File: src/rtl/inverse_resolver_pkg.sv
// Shared widths and FSM state encoding for the inverse quadratic resolver.
// Imported by the datapath and the control top.
package inverse_resolver_pkg;

  localparam int XW = 9;
  localparam int CW = 17;
  localparam int HW = CW + XW + 1;
  localparam int PW = CW + 2 * XW + 2;
  localparam int KW = $clog2(XW);

  typedef enum logic [2:0] {
    IDLE,
    H,
    P,
    CMP,
    FIN_H,
    FIN_P,
    FIN_CMP,
    DONE
  } state_t;

endpackage

File: src/rtl/inverse_resolver_datapath.sv
// Operand capture, Horner evaluation of p(t), bit-serial x accumulation.
// Strobes come from the control FSM in inverse_resolver.
module inverse_datapath
  import inverse_resolver_pkg::*;
(
  input  logic          clk,
  input  logic          reset,
  input  logic          load,
  input  logic          fin,
  input  logic          h_en,
  input  logic          p_en,
  input  logic          cmp_en,
  input  logic          out_en,
  input  logic [CW-1:0] a,
  input  logic [CW-1:0] b,
  input  logic [CW-1:0] c,
  input  logic [CW-1:0] y,
  output logic          last,
  output logic          le,
  output logic          eq,
  output logic [XW-1:0] x_out,
  output logic          exact,
  output logic          found
);

  logic [CW-1:0] a_r, b_r, c_r, y_r;
  logic [XW-1:0] x_acc;
  logic [KW-1:0] k;
  logic [HW-1:0] h_reg;
  logic [PW-1:0] p_reg;
  logic [XW-1:0] bit_k;
  logic [XW-1:0] t;
  logic [HW-1:0] h_nxt;
  logic [PW-1:0] p_nxt;

  // Trial value: current prefix with bit k set, or the final prefix itself.
  always_comb begin
    bit_k = XW'(1) << k;
    t     = fin ? x_acc : (x_acc | bit_k);
    h_nxt = HW'(a_r) * HW'(t) + HW'(b_r);
    p_nxt = PW'(h_reg) * PW'(t) + PW'(c_r);
    le    = p_reg <= PW'(y_r);
    eq    = p_reg == PW'(y_r);
    last  = k == '0;
  end

  // Operand capture, Horner steps, accumulation and result latch.
  always_ff @(posedge clk) begin
    if (reset) begin
      a_r   <= '0;
      b_r   <= '0;
      c_r   <= '0;
      y_r   <= '0;
      x_acc <= '0;
      k     <= KW'(XW - 1);
      h_reg <= '0;
      p_reg <= '0;
      x_out <= '0;
      exact <= 1'b0;
      found <= 1'b0;
    end else begin
      if (load) begin
        a_r   <= a;
        b_r   <= b;
        c_r   <= c;
        y_r   <= y;
        x_acc <= '0;
        k     <= KW'(XW - 1);
      end
      if (h_en) h_reg <= h_nxt;
      if (p_en) p_reg <= p_nxt;
      if (cmp_en) begin
        if (le) x_acc <= x_acc | bit_k;
        if (!last) k <= k - 1'b1;
      end
      if (out_en) begin
        x_out <= x_acc;
        found <= le;
        exact <= eq;
      end
    end
  end

endmodule

File: src/rtl/inverse_resolver.sv
// Largest x with a*x^2+b*x+c <= y by MSB-first binary search.
// Control FSM here; arithmetic lives in inverse_datapath.
module inverse_resolver
  import inverse_resolver_pkg::*;
(
  input  logic          clk,
  input  logic          reset,
  input  logic          start,
  input  logic [CW-1:0] a,
  input  logic [CW-1:0] b,
  input  logic [CW-1:0] c,
  input  logic [CW-1:0] y,
  output logic [XW-1:0] x_out,
  output logic          exact,
  output logic          found,
  output logic          done
);

  state_t state, nxt;
  logic load, fin, h_en, p_en, cmp_en, out_en;
  logic last, le, eq;

  // State register.
  always_ff @(posedge clk) begin
    if (reset) state <= IDLE;
    else       state <= nxt;
  end

  // Next-state and datapath strobes.
  always_comb begin
    nxt    = state;
    load   = 1'b0;
    fin    = 1'b0;
    h_en   = 1'b0;
    p_en   = 1'b0;
    cmp_en = 1'b0;
    out_en = 1'b0;
    unique case (state)
      IDLE: if (start) begin
        load = 1'b1;
        nxt  = H;
      end
      H: begin
        h_en = 1'b1;
        nxt  = P;
      end
      P: begin
        p_en = 1'b1;
        nxt  = CMP;
      end
      CMP: begin
        cmp_en = 1'b1;
        nxt    = last ? FIN_H : H;
      end
      FIN_H: begin
        fin  = 1'b1;
        h_en = 1'b1;
        nxt  = FIN_P;
      end
      FIN_P: begin
        fin  = 1'b1;
        p_en = 1'b1;
        nxt  = FIN_CMP;
      end
      FIN_CMP: begin
        out_en = 1'b1;
        nxt    = DONE;
      end
      DONE: if (!start) nxt = IDLE;
      default: nxt = IDLE;
    endcase
  end

  assign done = state == DONE;

  inverse_datapath u_dp (
    .clk    (clk),
    .reset  (reset),
    .load   (load),
    .fin    (fin),
    .h_en   (h_en),
    .p_en   (p_en),
    .cmp_en (cmp_en),
    .out_en (out_en),
    .a      (a),
    .b      (b),
    .c      (c),
    .y      (y),
    .last   (last),
    .le     (le),
    .eq     (eq),
    .x_out  (x_out),
    .exact  (exact),
    .found  (found)
  );

endmodule

File: config.mk
export PLATFORM = sky130hd
export DESIGN_NAME = inverse_resolver
export DESIGN_NICKNAME = d
export VERILOG_FILES = /design/src/rtl/inverse_resolver_pkg.sv /design/src/rtl/inverse_resolver_datapath.sv /design/src/rtl/inverse_resolver.sv
export SDC_FILE = /design/constraint.sdc
export NUM_CORES = 1
export LEC_CHECK = 0
export ABC_AREA = 1
export CAP_MARGIN = 30
export CELL_PAD_IN_SITES_DETAIL_PLACEMENT = 0
export CELL_PAD_IN_SITES_GLOBAL_PLACEMENT = 1
export CORE_ASPECT_RATIO = 1.4
export CORE_UTILIZATION = 47
export CTS_CLUSTER_SIZE = 14
export DETAILED_ROUTE_END_ITERATION = 12
export GPL_TIMING_DRIVEN = 0
export PLACE_DENSITY = 0.8
export RECOVER_POWER = 100
export SKIP_LAST_GASP = 1
export SYNTH_ARGS = -nofsm -noshare
export SYNTH_HDL_FRONTEND = slang
export SYNTH_HIERARCHICAL = 1
export SYNTH_SLANG_ARGS = --single-unit
File: constraint.sdc
create_clock -name clk -period 6.9 [get_ports clk]
set_input_delay 1.035 -clock clk [delete_from_list [all_inputs] [get_ports clk]]
set_output_delay 1.035 -clock clk [all_outputs]
set_load 0.01 [all_outputs]
# --- Word-level counts from Yosys, hierarchy flattened ---
# Cells that the tools add are included.
word_totals:
  regBits: 159
  inputBits: 71
  output_inout_bits: 12
  word_cells: 54
classes:
  add_sub_neg: 3
  n_mul: 2
  magnitude_cmp: 1
  eq_ne: 10
  n_shift: 1
  mux: 18
  bitwise_logic: 1
  reduce_logical: 6
op_table:
  columns: ["op", "n"]
  rows:
  - ["36-bit by 17-bit adder with 37-bit output", 1]
  - ["37-bit by 17-bit equality test with 1-bit output", 1]
  - ["37-bit by 17-bit less-or-equal comparator with 1-bit output", 1]
  - ["27-bit by 9-bit multiplier with 36-bit output", 1]
  - ["9-bit two-way mux", 4]
  - ["26-bit by 17-bit adder with 27-bit output", 1]
  - ["17-bit by 9-bit multiplier with 26-bit output", 1]
  - ["3-bit case mux with 8 select lines", 1]
  - ["3-bit equality test, second input constant", 4]
  - ["4-bit two-way mux", 3]
  - ["3-bit two-way mux", 3]
  - ["9-bit bitwise OR", 1]
  - ["1-bit by 4-bit << shifter with 9-bit output, first input constant", 1]
  - ["1-bit two-way mux", 7]
  - ["3-bit by 2-bit equality test with 1-bit output, second input constant", 2]
  - ["2-bit OR reduction", 3]
  - ["4-bit logical NOT", 1]
  - ["2-bit != test, second input constant", 2]
  - ["4-bit by 1-bit subtractor with 4-bit output, second input constant", 1]
  - ["3-bit by 1-bit equality test with 1-bit output, second input constant", 1]
  - ["3-bit logical NOT", 1]
  - ["2-bit AND reduction", 1]

# --- Longest topological paths before layout ---
depth:
  depth_word: 6
  mapped_depth: 33
  ltp_nobuf: 32

# --- Modules after synthesis ---
# The synthesis kept the hierarchy.
by_module_without_submodules:
  columns: ["mod", "n_inst", "cells_each", "area_each_um2", "seq_area_each_um2"]
  rows:
  - ["inverse_datapath", 1, 2799, 20509.7, 3123.0]
  - ["inverse_resolver", 1, 38, 266.5, 60.1]

# --- Least setup slack after synthesis ---
# No wires, ideal clock.
synth_path:
  kind: "register -> register"
  from: "register u_dp.k[0]"
  to: "register u_dp.h_reg[15]"
  setup_ps: 115
  arrival_ps: 5226
  required_ps: 6785
  slack_ps: 1559
  stages_incl_launch_ff: 28
  path_buffers: 1
  period_less_slack_ps: 5341
  path_cell_list: "dfxtp_1 inv_1 ha_1 nand2_1 nor2_2 a21oi_2 inv_2 buf_2 nand2_1 fa_1 inv_1 fa_1 fa_1 fa_1 inv_1 fa_1 inv_1 ha_1 a21oi_1 o21ai_0 inv_1 nand2_1 nand2_1 nand2_1 nand2_1 nand2_1 o21ai_0 inv_1"
synth_via:
  elab_chain_len: 5
synth_rtl:
  columns: ["item", "line_no", "text"]
  rows:
  - ["start: declaration", "inverse_resolver_datapath.sv:28", "logic [KW-1:0] k;"]
  - ["start signal: assignment", "inverse_resolver_datapath.sv:55", "k <= KW'(XW - 1);"]
  - ["start signal: assignment", "inverse_resolver_datapath.sv:68", "k <= KW'(XW - 1);"]
  - ["start signal: assignment", "inverse_resolver_datapath.sv:74", "if (!last) k <= k - 1'b1;"]
  - ["1-bit by 4-bit << shifter with 9-bit output", "inverse_resolver_datapath.sv:38", "bit_k = XW'(1) << k;"]
  - ["9-bit bitwise OR", "inverse_resolver_datapath.sv:39", "t = fin ? x_acc : (x_acc | bit_k);"]
  - ["9-bit two-way mux", "inverse_resolver_datapath.sv:39", null]
  - ["17-bit by 9-bit multiplier with 26-bit output", "inverse_resolver_datapath.sv:40", "h_nxt = HW'(a_r) * HW'(t) + HW'(b_r);"]
  - ["26-bit by 17-bit adder with 27-bit output", "inverse_resolver_datapath.sv:40", null]
  - ["end signal: assignment", "inverse_resolver_datapath.sv:70", "if (h_en) h_reg <= h_nxt;"]
  - ["end: declaration", "inverse_resolver_datapath.sv:29", "logic [HW-1:0] h_reg;"]
# No other way between the ends.
# A chain may end at the register's enable or synchronous reset.

# --- Worst setup path after layout ---
layout_path:
  from: "register state[2]"
  to: "register u_dp.p_reg[34]"
layout_via:
  elab_chain_len: 6
  word_cells_on_any_way: 10
  classes_between: "add/sub (1); mul (1); eq/ne (3); mux (3); reduce/logical (2)"
layout_rtl:
  columns: ["item", "line_no", "text"]
  rows:
  - ["start: declaration", "inverse_resolver.sv:19", "state_t state, nxt;"]
  - ["start signal: assignment", "inverse_resolver.sv:26", "else state <= nxt;"]
  - ["3-bit equality test", "inverse_resolver.sv:38", "unique case (state)"]
  - ["2-bit OR reduction (no source line) *", null, null]
  - ["1-bit two-way mux *", "inverse_resolver.sv:38", null]
  - ["named net fin", "inverse_resolver.sv:20", "logic load, fin, h_en, p_en, cmp_en, out_en;"]
  - ["9-bit two-way mux *", "inverse_resolver_datapath.sv:39", null]
  - ["27-bit by 9-bit multiplier with 36-bit output *", "inverse_resolver_datapath.sv:41", "p_nxt = PW'(h_reg) * PW'(t) + PW'(c_r);"]
  - ["36-bit by 17-bit adder with 37-bit output *", "inverse_resolver_datapath.sv:41", null]
  - ["end signal: assignment", "inverse_resolver_datapath.sv:71", "if (p_en) p_reg <= p_nxt;"]
  - ["end: declaration", "inverse_resolver_datapath.sv:30", "logic [PW-1:0] p_reg;"]
# The timed path passes the listed nets; every way through them passes the cells marked *.

==> run summary <==
Status: complete, but fails checks
Failing checks: design-rule violations
Setup violations, final: 0
Initial Utilization: 47.9%
Boundary Pins: 83
Synth Warn #: 6
Clock sink count: 159
Area added between synthesis and finish: 10.4%
Core Util, Final: 52.9%
Worst ir drop on vdd: 0.000205 V
Port bufs: 82
Initial antenna violation count: 1
Vias in the first global route: 19297
Hold Path Class: reg -> reg
Antenna Nets Post-Route: 0
Placed standard-cell area: 0.0223 sq mm
Synthesized cell area: 0.0208 sq mm
First drt pass iteration count: 10
R2R cell count: 28
Synth Instances: 2836
WL/cell: 19.0 um
Largest net degree at the start of global routing: 18
CP max FO: 10
Gr ovfl total: 0
Critical Path AT: 7.01 ns
Vias: 18337
Min Tclk post-route: 6.65 ns
Pwr dens: 141 mW/mm^2
Drt via density: 5.23
Placement Rows: 90
R2R Path Start: state[2]
Commonest non-fill, non-tap cell in the layout: inv_1
Reg2reg setup slack: 0.25 ns
Share of layout cells above drive strength 1: 2.81%
Commonest non-fill, non-tap cells in the layout: 623 x inv_1, 527 x nand2_1, 415 x nor2_1, 310 x fa_1, 179 x a21oi_1
First-pass GRT wire length: 105 mm
Power, Total: 3220 uW
Synthesized Nets: 3387
RSZ-0062 raised after global routing: no
H-tree depth: 4
Clock skew: 0.0128 ns
Clk_lat worst skew: 0.46 ns
Horiz. Die Dim: 180 um
Max clock buf depth: 2
CTS Buf Count: 17
Slowest-stage cell, CP: fa_1
Hold Path Stages: 2
Synthesized area per cell: 7.32 sq um
Max Slew Vio Count: 0
Design Area, Final: 0.0229 sq mm
N_diodes: 0
Detailed Route WL: 66.6 mm
Hold Fails Final Rpt: 0
DRC: 6
Final-stage net count: 3490
CTS clk-pin slew, worst paths: 0.08 ns
TritonCTS clock tree: done
Total core area: 0.0434 sq mm
Leakage: 0.0121 uW
Final GP Congestion: 0.951
CTS Root Cell: clkbuf_16
CP Class: reg -> reg
Worst slew margin: 33.3%
Period utilization: 96.3%
Worst setup path startpoint: state[2]
Worst Max-Slew Pin Slew: 1.00 ns
Crit path capture type: register
Max reg flops: 37
Startpoint Class: register
Finished Layout Cells: 3504
Critical path's largest stage delay: 0.56 ns
Inst Count DP: 3471
Max-Cap Viols: 0
Die area: 0.0451 sq mm
HP Start: u_dp/y_r[1]
Setup TNS: 0 ns
Die span in y: 251 um
Critical Path RT: 7.26 ns
FMAX: 0.150 GHz
HPWL Detailed: 56.0 mm
Detailed Route Iter0 Violations: 1022
Total Routing Usage GR: 30.9%
==> critical path, delay by kind of cell (launching register included) <==
family,cells,cell delay [ns]
fa+ha+maj,6,2.86
simple gates,12,1.65
buf+inv,9,1.34
compound gates,1,0.40
flops,1,0.33
==> layer usage <==
metal,global-route usage [%],vias up,part of all wire [%]
met2,55.9,552,51
met1,34.7,8850,38
met3,3.11,169,4.3
li1,-,8766,-
met4,20.0,0,6.9
met5,0,-,0
==> stage by stage <==
stage / hold slack (ns) / setup slack (ns)
2_1_floorplan: 0.435 / 1.56
4_1_cts: 0.464 / 0.117
3_5_place_dp: 0.454 / 0.158
3_3_place_gp: 0.447 / -0.0630
6_report: 0.465 / 0.254
5_1_grt: 0.488 / 0.00825
==> worst paths after layout <==
path	end
worst min register to register	u_dp/y_r[1]
worst min-delay path	u_dp/y_r[1]
worst max-delay path	u_dp/p_reg[34]
worst max register to register	u_dp/p_reg[34]
==> area by class of cell <==
| class | count | area, sq um |
|---|---|---|
| fillers | 4399 | 20400 |
| multi-input cells | 1961 | 14800 |
| flip-flops and latches | 159 | 3180 |
| inverters | 630 | 2370 |
| repair buffers | 85 | 847 |
| well taps | 552 | 691 |
| clock buffers | 18 | 439 |
| plain buffers | 85 | 382 |
| clock inverters | 14 | 165 |
==> what timing repair did <==
action                                  CTS  global route
endpoints found under the setup margin    0            25
hold buffers                              0             0
setup buffers                             0             2
resized for setup                         0             5
==> power by group <==
group | leakage, uW | internal [uW] | switching, uW | total, uW
clock network | 0.000296 | 528 | 476 | 1000
logic | 0.0105 | 372 | 740 | 1110
registers | 0.00131 | 1020 | 84.5 | 1110
total | 0.0121 | 1920 | 1300 | 3220
Note: power is estimated with default switching activity, not from simulation.
